==> src/rtl/wave_pkg.sv <==
// Shared definitions for the wave scheduler: FSM encoding and
// default speed, timing and LFSR constants.
package wave_pkg;

    typedef enum logic [2:0] {
        IDLE  = 3'd0,
        PLAN  = 3'd1,
        SPAWN = 3'd2,
        FIGHT = 3'd3,
        BREAK = 3'd4
    } state_t;

    localparam logic [23:0] BASE_SPEED   = 24'd400000;
    localparam logic [23:0] SPEED_STEP   = 24'd25000;
    localparam logic [23:0] MIN_SPEED    = 24'd100000;
    localparam logic [7:0]  SPAWN_GAP    = 8'd20;
    localparam logic [7:0]  BREAK_FRAMES = 8'd60;
    localparam logic [7:0]  LFSR_SEED    = 8'hA5;

endpackage

==> src/rtl/wave_scheduler_if.sv <==
// Lane-side bundle of the wave scheduler.
// master: scheduler (drives spawn/speed/status, reads lane_active).
// slave : lane array (reads spawn/speed/status, drives lane_active).
interface wave_scheduler_if #(
    parameter int N_LANES = 8
);
    logic [N_LANES-1:0] lane_active;
    logic [N_LANES-1:0] spawn_en;
    logic [23:0]        wave_speed;
    logic [7:0]         wave_num;
    logic               wave_clear;
    logic [2:0]         state;

    modport master (
        input  lane_active,
        output spawn_en, wave_speed, wave_num, wave_clear, state
    );

    modport slave (
        output lane_active,
        input  spawn_en, wave_speed, wave_num, wave_clear, state
    );
endinterface

==> src/rtl/wave_lfsr.sv <==
// 8-bit Fibonacci LFSR (taps 8,6,5,4) with load and advance.
// Ports: clk, rst_n, load (reseed), adv (step once), value.
module wave_lfsr
    import wave_pkg::*;
#(
    parameter logic [7:0] SEED = LFSR_SEED
) (
    input  logic       clk,
    input  logic       rst_n,
    input  logic       load,
    input  logic       adv,
    output logic [7:0] value
);

    always_ff @(posedge clk or negedge rst_n) begin
        if (!rst_n) begin
            value <= SEED;
        end else if (load) begin
            value <= SEED;
        end else if (adv) begin
            value <= {value[6:0],
                      value[7] ^ value[5] ^ value[4] ^ value[3]};
        end
    end

endmodule

==> src/rtl/wave_scheduler.sv <==
// Central wave sequencer: plans lane masks, staggers spawns,
// detects wave clear, runs the intermission and sets wave_speed.
// Ports: clk, rst_n, frame_tick, game_start_on, game_over_on,
// pause, bus (lane_active in; spawn_en, wave_speed, wave_num,
// wave_clear, state out).
module wave_scheduler
    import wave_pkg::*;
#(
    parameter int          N_LANES      = 8,
    parameter logic [23:0] BASE_SPEED   = wave_pkg::BASE_SPEED,
    parameter logic [23:0] SPEED_STEP   = wave_pkg::SPEED_STEP,
    parameter logic [23:0] MIN_SPEED    = wave_pkg::MIN_SPEED,
    parameter logic [7:0]  SPAWN_GAP    = wave_pkg::SPAWN_GAP,
    parameter logic [7:0]  BREAK_FRAMES = wave_pkg::BREAK_FRAMES,
    parameter logic [7:0]  LFSR_SEED    = wave_pkg::LFSR_SEED
) (
    input  logic clk,
    input  logic rst_n,
    input  logic frame_tick,
    input  logic game_start_on,
    input  logic game_over_on,
    input  logic pause,
    wave_scheduler_if.master bus
);

    state_t             st;
    logic [N_LANES-1:0] pending;
    logic [N_LANES-1:0] tgt;
    logic [N_LANES-1:0] spawn_r;
    logic [N_LANES-1:0] plan_mask;
    logic [7:0]         gap_cnt;
    logic [7:0]         brk_cnt;
    logic [7:0]         wave_r;
    logic [7:0]         wn_next;
    logic [23:0]        speed_r;
    logic [23:0]        speed_next;
    logic               first;
    logic               settle;
    logic               clear_r;
    logic               stall;
    logic               due;
    logic               lfsr_load;
    logic               lfsr_adv;
    logic [7:0]         lfsr_q;
    logic [31:0]        dec;
    logic signed [31:0] spd;

    wave_lfsr #(
        .SEED (LFSR_SEED)
    ) u_lfsr (
        .clk   (clk),
        .rst_n (rst_n),
        .load  (lfsr_load),
        .adv   (lfsr_adv),
        .value (lfsr_q)
    );

    assign lfsr_load = (st == IDLE) && game_start_on && !pause;
    assign lfsr_adv  = (st == PLAN) && !game_over_on && !pause;

    // Lowest set bit of pending, one-hot.
    assign tgt   = pending & (~pending + N_LANES'(1));
    assign stall = |(bus.lane_active & tgt);
    // First spawn of a wave fires on the first tick; gap_cnt
    // parks at SPAWN_GAP-1 while a busy lane stalls the spawn.
    assign due   = first || (gap_cnt == SPAWN_GAP - 8'd1);

    assign plan_mask = (lfsr_q[N_LANES-1:0] == '0)
                     ? N_LANES'(1) : lfsr_q[N_LANES-1:0];

    always_comb begin
        wn_next    = (wave_r == 8'hFF) ? wave_r : wave_r + 8'd1;
        dec        = (32'(wn_next) - 32'd1) * 32'(SPEED_STEP);
        spd        = signed'(32'(BASE_SPEED) - dec);
        speed_next = spd[23:0];
        if (spd < signed'(32'(MIN_SPEED))) begin
            speed_next = MIN_SPEED;
        end
    end

    always_ff @(posedge clk or negedge rst_n) begin
        if (!rst_n) begin
            st      <= IDLE;
            pending <= '0;
            gap_cnt <= '0;
            brk_cnt <= '0;
            first   <= 1'b0;
            settle  <= 1'b0;
            spawn_r <= '0;
            clear_r <= 1'b0;
            wave_r  <= '0;
            speed_r <= BASE_SPEED;
        end else begin
            spawn_r <= '0;
            clear_r <= 1'b0;
            if (st != IDLE && game_over_on) begin
                st      <= IDLE;
                pending <= '0;
            end else if (!pause) begin
                unique case (st)
                    IDLE: begin
                        if (game_start_on) begin
                            wave_r <= '0;
                        end else if (!game_over_on) begin
                            st <= PLAN;
                        end
                    end
                    PLAN: begin
                        wave_r  <= wn_next;
                        pending <= plan_mask;
                        speed_r <= speed_next;
                        gap_cnt <= '0;
                        first   <= 1'b1;
                        st      <= SPAWN;
                    end
                    SPAWN: begin
                        if (frame_tick) begin
                            if (!due) begin
                                gap_cnt <= gap_cnt + 8'd1;
                            end else if (!stall) begin
                                spawn_r <= tgt;
                                pending <= pending & ~tgt;
                                gap_cnt <= '0;
                                first   <= 1'b0;
                                if ((pending & ~tgt) == '0) begin
                                    st     <= FIGHT;
                                    settle <= 1'b1;
                                end
                            end
                        end
                    end
                    FIGHT: begin
                        if (frame_tick) begin
                            if (settle) begin
                                settle <= 1'b0;
                            end else if (bus.lane_active == '0) begin
                                clear_r <= 1'b1;
                                brk_cnt <= '0;
                                st      <= BREAK;
                            end
                        end
                    end
                    BREAK: begin
                        if (frame_tick) begin
                            if (brk_cnt == BREAK_FRAMES - 8'd1) begin
                                st <= PLAN;
                            end else begin
                                brk_cnt <= brk_cnt + 8'd1;
                            end
                        end
                    end
                    default: st <= IDLE;
                endcase
            end
        end
    end

    assign bus.spawn_en   = spawn_r;
    assign bus.wave_speed = speed_r;
    assign bus.wave_num   = wave_r;
    assign bus.wave_clear = clear_r;
    assign bus.state      = st;

endmodule

==> src/flat_wrapper.sv <==
// flat-port wrapper written by rule: the top's interface ports become plain ports
module wave_scheduler_flat import wave_pkg::*;
#(
    parameter int          N_LANES      = 8,
    parameter logic [23:0] BASE_SPEED   = wave_pkg::BASE_SPEED,
    parameter logic [23:0] SPEED_STEP   = wave_pkg::SPEED_STEP,
    parameter logic [23:0] MIN_SPEED    = wave_pkg::MIN_SPEED,
    parameter logic [7:0]  SPAWN_GAP    = wave_pkg::SPAWN_GAP,
    parameter logic [7:0]  BREAK_FRAMES = wave_pkg::BREAK_FRAMES,
    parameter logic [7:0]  LFSR_SEED    = wave_pkg::LFSR_SEED
)
  (clk, rst_n, frame_tick, game_start_on, game_over_on, pause, bus_lane_active, bus_spawn_en, bus_wave_speed, bus_wave_num, bus_wave_clear, bus_state);
  wave_scheduler_if #(.N_LANES(N_LANES)) bus_i ();
  input  logic clk;
  input  logic rst_n;
  input  logic frame_tick;
  input  logic game_start_on;
  input  logic game_over_on;
  input  logic pause;
  input wire logic [$bits(bus_i.lane_active)-1:0] bus_lane_active;
  output wire logic [$bits(bus_i.spawn_en)-1:0] bus_spawn_en;
  output wire logic [$bits(bus_i.wave_speed)-1:0] bus_wave_speed;
  output wire logic [$bits(bus_i.wave_num)-1:0] bus_wave_num;
  output wire logic [$bits(bus_i.wave_clear)-1:0] bus_wave_clear;
  output wire logic [$bits(bus_i.state)-1:0] bus_state;
  assign bus_i.lane_active = bus_lane_active;
  assign bus_spawn_en = bus_i.spawn_en;
  assign bus_wave_speed = bus_i.wave_speed;
  assign bus_wave_num = bus_i.wave_num;
  assign bus_wave_clear = bus_i.wave_clear;
  assign bus_state = bus_i.state;
  wave_scheduler #(.N_LANES(N_LANES), .BASE_SPEED(BASE_SPEED), .SPEED_STEP(SPEED_STEP), .MIN_SPEED(MIN_SPEED), .SPAWN_GAP(SPAWN_GAP), .BREAK_FRAMES(BREAK_FRAMES), .LFSR_SEED(LFSR_SEED)) u_core (.clk(clk), .rst_n(rst_n), .frame_tick(frame_tick), .game_start_on(game_start_on), .game_over_on(game_over_on), .pause(pause), .bus(bus_i));
endmodule
==> config.mk <==
export PLATFORM = sky130hd
export DESIGN_NAME = wave_scheduler_flat
export DESIGN_NICKNAME = d
export VERILOG_FILES = /design/src/rtl/wave_pkg.sv /design/src/rtl/wave_scheduler_if.sv /design/src/rtl/wave_lfsr.sv /design/src/rtl/wave_scheduler.sv /design/src/flat_wrapper.sv
export SDC_FILE = /design/constraint.sdc
export NUM_CORES = 1
export LEC_CHECK = 0
export CORE_MARGIN = 4
export CORE_UTILIZATION = 37
export DETAILED_ROUTE_END_ITERATION = 8
export PLACE_DENSITY = 0.64
export SKIP_CTS_REPAIR_TIMING = 1
export SLEW_MARGIN = 20
export SYNTH_ARGS = -nofsm -noshare
export SYNTH_HDL_FRONTEND = slang
export SYNTH_HIERARCHICAL = 1
export SYNTH_SLANG_ARGS = --single-unit
==> constraint.sdc <==
create_clock -name clk -period 8.28 [get_ports clk]
set_input_delay 1.656 -clock clk [delete_from_list [all_inputs] [get_ports clk]]
set_output_delay 1.656 -clock clk [all_outputs]
set_load 0.01 [all_outputs]
==> results of run 1 <==
## flip-flops by register name (all words and copies together) (netlist names)
signal and flops:
u_core/bus.state 3, u_core/pending 8, u_core/u_lfsr/value 8, u_core/bus.spawn_en 8
u_core/settle 1, u_core/bus.wave_clear 1, u_core/gap_cnt 8, u_core/first 1
u_core/bus.wave_num 8, u_core/brk_cnt 8, u_core/bus.wave_speed 21
## placed cells by master (no fill, tap or decap), types with 24 or more instances in the layout
cell / n
a21oi_1: 33
clkdlybuf4s50_1: 53
dfrtp_1: 65
fa_1: 24
ha_1: 73
inv_1: 70
nand2_1: 62
nor2_1: 59
o21ai_0: 56
xnor2_1: 29
## cell families (layout without fill, tap and decap cells)
group / Yosys count / in the layout / share of synthesized area, %
other cells: 1 / 3 / 0.0535
fa+ha+maj: 100 / 100 / 20.4
xor+xnor: 52 / 52 / 6.71
simple gates: 247 / 247 / 18.6
mux: 19 / 19 / 2.79
buf+inv: 104 / 154 / 6.23
compound gates: 189 / 189 / 18.3
flops: 75 / 75 / 27.0
## stage by stage
step	hold slack (ns)	util, %
2_1_floorplan	0.437	-
3_3_place_gp	0.464	41.7
3_5_place_dp	0.463	41.7
4_1_cts	0.475	43.7
5_1_grt	0.495	43.9
6_report	0.476	43.9
## path summary, 6_finish.rpt
check                                             from                         to  slack, ns  cells past startpoint
worst max-delay path            u_core/bus.wave_num[1]  u_core/bus.wave_speed[10]       0.48                     26
worst min-delay path                 u_core/brk_cnt[5]          u_core/brk_cnt[5]       0.48                      1
worst max register to register  u_core/bus.wave_num[1]  u_core/bus.wave_speed[10]       0.48                     26
worst min register to register       u_core/brk_cnt[5]          u_core/brk_cnt[5]       0.48                      1
max in group asynchronous                        rst_n  u_core/bus.wave_speed[14]       6.20                      1
min in group asynchronous                        rst_n          u_core/pending[3]       1.46                      1
## layout make-up
cell class	instances	area [um^2]	area share (%)
Sequential cell	75	1890	23.1
Timing Repair Buffer	67	636	7.76
Clock inverter	4	120	1.47
Multi-Input combinational cell	610	4720	57.7
Tap cell	234	293	3.58
Inverter	71	269	3.29
Clock buffer	12	256	3.13
## routing by layer
layer | GRT usage [%] | vias to the layer above | part of all wire, %
met5 | 0 | - | 0
met4 | 3.70 | 0 | 1.3
met3 | 2.43 | 18 | 4.0
met2 | 26.6 | 122 | 47
met1 | 21.2 | 2697 | 48
li1 | - | 2898 | -
==> flow_summary.yaml, run 1 <==
placed_design:
  dp_cells: 1057
  place_hpwl_um: 12700
  numPortBuffers: 54
  dpl_worst_slack_ns: 0.290
  finalWeightedCongestion: 0.900
  placed_area_um2: 7770
setup_path:
  cp_max_fo: 14
  crit_path_top_delay_cell: "or4b_2"
  critical-path-max-stage-delay_ns: 0.66
  crit_arrival_ns: 8.07
  path_buf_inv: 2
  path_class: "register to register"
  end_kind: "register"
  critical_path_required_ns: 8.55
  start_kind: "register"
  cp_top_family: "adder cells"
  crit_top_cell: "ha_1"
sta:
  max_freq_ghz: 0.128
  period_needed_ns: 7.80
  final-hold-violation-count: 0
  tightest_slew_ns: 0.946
  rsz0062_at_grt: "false"
  finClkSkew_ns: 0.0111
  slew_headroom_pct: 36.9
  layout_setup_ws_ns: 0.484
  period_share_pct: 94.2
  setup_viol: 0
  finalSetupTns_ns: 0
  drv_slew: 0
clock_tree:
  cts_sinks: 75
  cts_tree: "yes"
  numCtsBuffers: 9
  clockRootBuffer: "clkbuf_16"
  htree_levels: 3
  clk_pin_slew_ns: 0.06
  clk_latency_ns: 0.34
  cts_buffer_depth: 2
finish:
  instances_no_fill: 1073
  stdcell_area_um2: 8190
  area_growth_pct: 16.9
  drive_gt1_share_pct: 8.70
  antennaDiodeCount: 0
  fin_nets: 946
  fillers: 1793
synthesis:
  synth_top_cell_by_area: "dfrtp_1"
  synth_area_leaders: "dfrtp_1 23%, ha_1 13%, fa_1 6.9%"
  synth_top_area_share_pct: 23.2
  ys_top_cells_by_count: "74 x ha_1, 70 x inv_1, 65 x dfrtp_1"
  yosysMostFrequentCell: "ha_1"
  synth_enable_flop_cells: 0
  avgSynthCellArea_um2: 8.90
  synth_async_sr_flop_share_pct: 100
  synth_cells: 787
  netlist_area_um2: 7010
  ys_types: 78
  synth_seq_cells: 75
  ys_seq_area_share_pct: 27.0
  ys_warn_count: 6
  synthFlopType: "dfrtp_1"
drt:
  viasPerCell: 5.34
  routedWlPerCell_um: 15.3
  drc_errors: 0
  dr.pass1.iters: 5
  drtIter0Drc: 332
  wl_um: 16400
  vias: 5735
  antenna_left: 0
worst_hold_path:
  hp-class: "register to register"
die:
  core_um2: 18600
  start_util_pct: 37.6
  ios: 58
  chipWidth_um: 146
  die_y_um: 146
  num_rows: 50
  die_area_um2: 21200
run:
  maxCapViolCount: 0
grt:
  grt_max_degree: 76
  grt.overflow.total: 0
  antenna_found_initial: 0
  grt_pass1_wl_um: 28300
  grt_pass1_vias: 5687
  track_usage_pct: 15.7
run_status:
  status: "finished, final reports clean"
Power of run 1 is left out: the tool's default activity adds up to more than one toggle a clock period on the data nets, which glitch-free logic cannot reach.
==> run 2: changes to the inputs <==
CELL_PAD_IN_SITES_DETAIL_PLACEMENT = 0   (was unset)
CELL_PAD_IN_SITES_GLOBAL_PLACEMENT = 1   (was unset)
PLACE_DENSITY = 0.77   (was 0.64)
==> run 2 against run 1 <==
Effect of this change:
- utilization is 0.22 points lower
- clock skew decreased by 0.0010 ns
- die area stayed put
- critical path depth stayed put
- global-route usage about the same
- fmax increased by 1.1%
- critical path type unchanged
- critical endpoint is now u_core/bus.wave_speed[13]
==> flow_summary.yaml, run 2 (same netlist as run 1, synthesis figures left out) <==
die:
  die_area_um2: 21200
  die_y_um: 146
  num_rows: 50
  chipWidth_um: 146
  start_util_pct: 37.6
  ios: 58
  core_um2: 18600
finish:
  largest_reg_flops: 21
  drive_gt1_share_pct: 9.04
  fillers: 1841
  stdcell_area_um2: 8150
  area_growth_pct: 16.3
  final_common_cell: "ha_1"
  multiInputGateArea_um2: 4720
  fin_nets: 948
  final_cell_mix: "73 x ha_1, 70 x inv_1, 65 x dfrtp_1, 62 x nand2_1, 59 x nor2_1"
  antennaDiodeCount: 0
  regArea_um2: 1890
sta:
  drv_slew: 0
  max_freq_ghz: 0.130
  period_needed_ns: 7.71
  setup_viol: 0
  tightest_slew_ns: 0.942
  finalSetupTns_ns: 0
  final-hold-violation-count: 0
  rsz0062_at_grt: "false"
  finClkSkew_ns: 0.0100
  slew_headroom_pct: 37.2
  period_share_pct: 93.2
setup_path:
  path_class: "register to register"
  startpoint: "u_core/bus.wave_num[1]"
  path_buf_inv: 2
  critical-path-max-stage-delay_ns: 0.64
  critical_path_required_ns: 8.48
  crit_arrival_ns: 7.91
  end_kind: "register"
  crit_top_cell: "ha_1"
  crit_path_top_delay_cell: "or4b_2"
  r2r-start: "u_core/bus.wave_num[1]"
  start_kind: "register"
  cp_top_family: "adder cells"
  cp_max_fo: 14
clock_tree:
  clk_latency_ns: 0.34
  htree_levels: 3
  numCtsBuffers: 9
  cts_sinks: 75
  clockRootBuffer: "clkbuf_16"
  cts_buffer_depth: 2
  cts_tree: "yes"
  clk_pin_slew_ns: 0.06
run:
  maxCapViolCount: 0
placed_design:
  numPortBuffers: 54
  finalWeightedCongestion: 0.823
  place_hpwl_um: 12900
  placed_area_um2: 7790
drt:
  viasPerCell: 5.33
  drtIter0Drc: 302
  antenna_left: 0
  routedWlPerCell_um: 15.3
  wl_um: 16500
  vias: 5734
  dr.pass1.iters: 6
  drc_errors: 0
grt:
  grt.overflow.total: 0
  antenna_found_initial: 0
  grt_pass1_wl_um: 28200
  grt_pass1_vias: 5546
  grt_max_degree: 76
  track_usage_pct: 15.7
worst_hold_path:
  min_from: "u_core/brk_cnt[5]"
  hp-class: "register to register"
run_status:
  status: "finished, final reports clean"
-- run 2: changes by cell type in the layout (fill, tap and decap cells not counted), moves of 2 or more --
cell	change
clkbuf_8	-2
buf_4	+2
inv_6	+2
bufinv_16	-2
-- run 2: metal layers --
layer / GRT usage, % / vias up / wire (um)
met5: 0 / - / 0
met2: 25.8 / 99 / 7730
met1: 22.0 / 2721 / 8060
met4: 3.51 / 0 / 176
li1: - / 2901 / -
met3: 2.34 / 13 / 530
-- run 2: worst paths after layout --
check	slack [ns]	to	cells past startpoint
worst min register to register	0.47	u_core/brk_cnt[5]	1
worst min-delay path	0.47	u_core/brk_cnt[5]	1
max in group asynchronous	6.20	u_core/gap_cnt[2]	1
worst max-delay path	0.57	u_core/bus.wave_speed[13]	26
min in group asynchronous	1.46	u_core/bus.spawn_en[2]	1
worst max register to register	0.57	u_core/bus.wave_speed[13]	26
-- run 2: per-stage QoR --
| step | cells | setup WS (ns) | utilization (%) | hold slack, ns |
|---|---|---|---|---|
| floorplan | 789 | 0.961 | - | 0.437 |
| global placement | 1059 | 0.536 | 41.8 | 0.464 |
| detailed placement | 1059 | 0.368 | 41.8 | 0.458 |
| CTS | 1075 | 0.324 | 43.5 | 0.472 |
| global route | 1075 | 0.00712 | 43.7 | 0.509 |
| finish | 1075 | 0.567 | 43.7 | 0.474 |
-- run 2: worst register-to-register path: cells and delay by family, from the launching register on --
kind	cells	cell delay, ns
AOI/OAI and AO/OA	6	0.94
xor gates and xnor gates	1	0.20
adders and majority gates	8	2.99
buffers and inverters	2	0.42
DFF	1	0.50
muxes	1	0.32
and+or+nand+nor	8	2.20
-- run 2: final cells by class --
class	instances	area share [%]
sequential	75	23.2
clock buffer	9	2.76
multi-input combinational	610	57.9
clock inverter	7	1.21
tap	234	3.59
inverter	71	3.30
timing repair buffer	69	7.99
Power of run 2 is left out for the same reason.
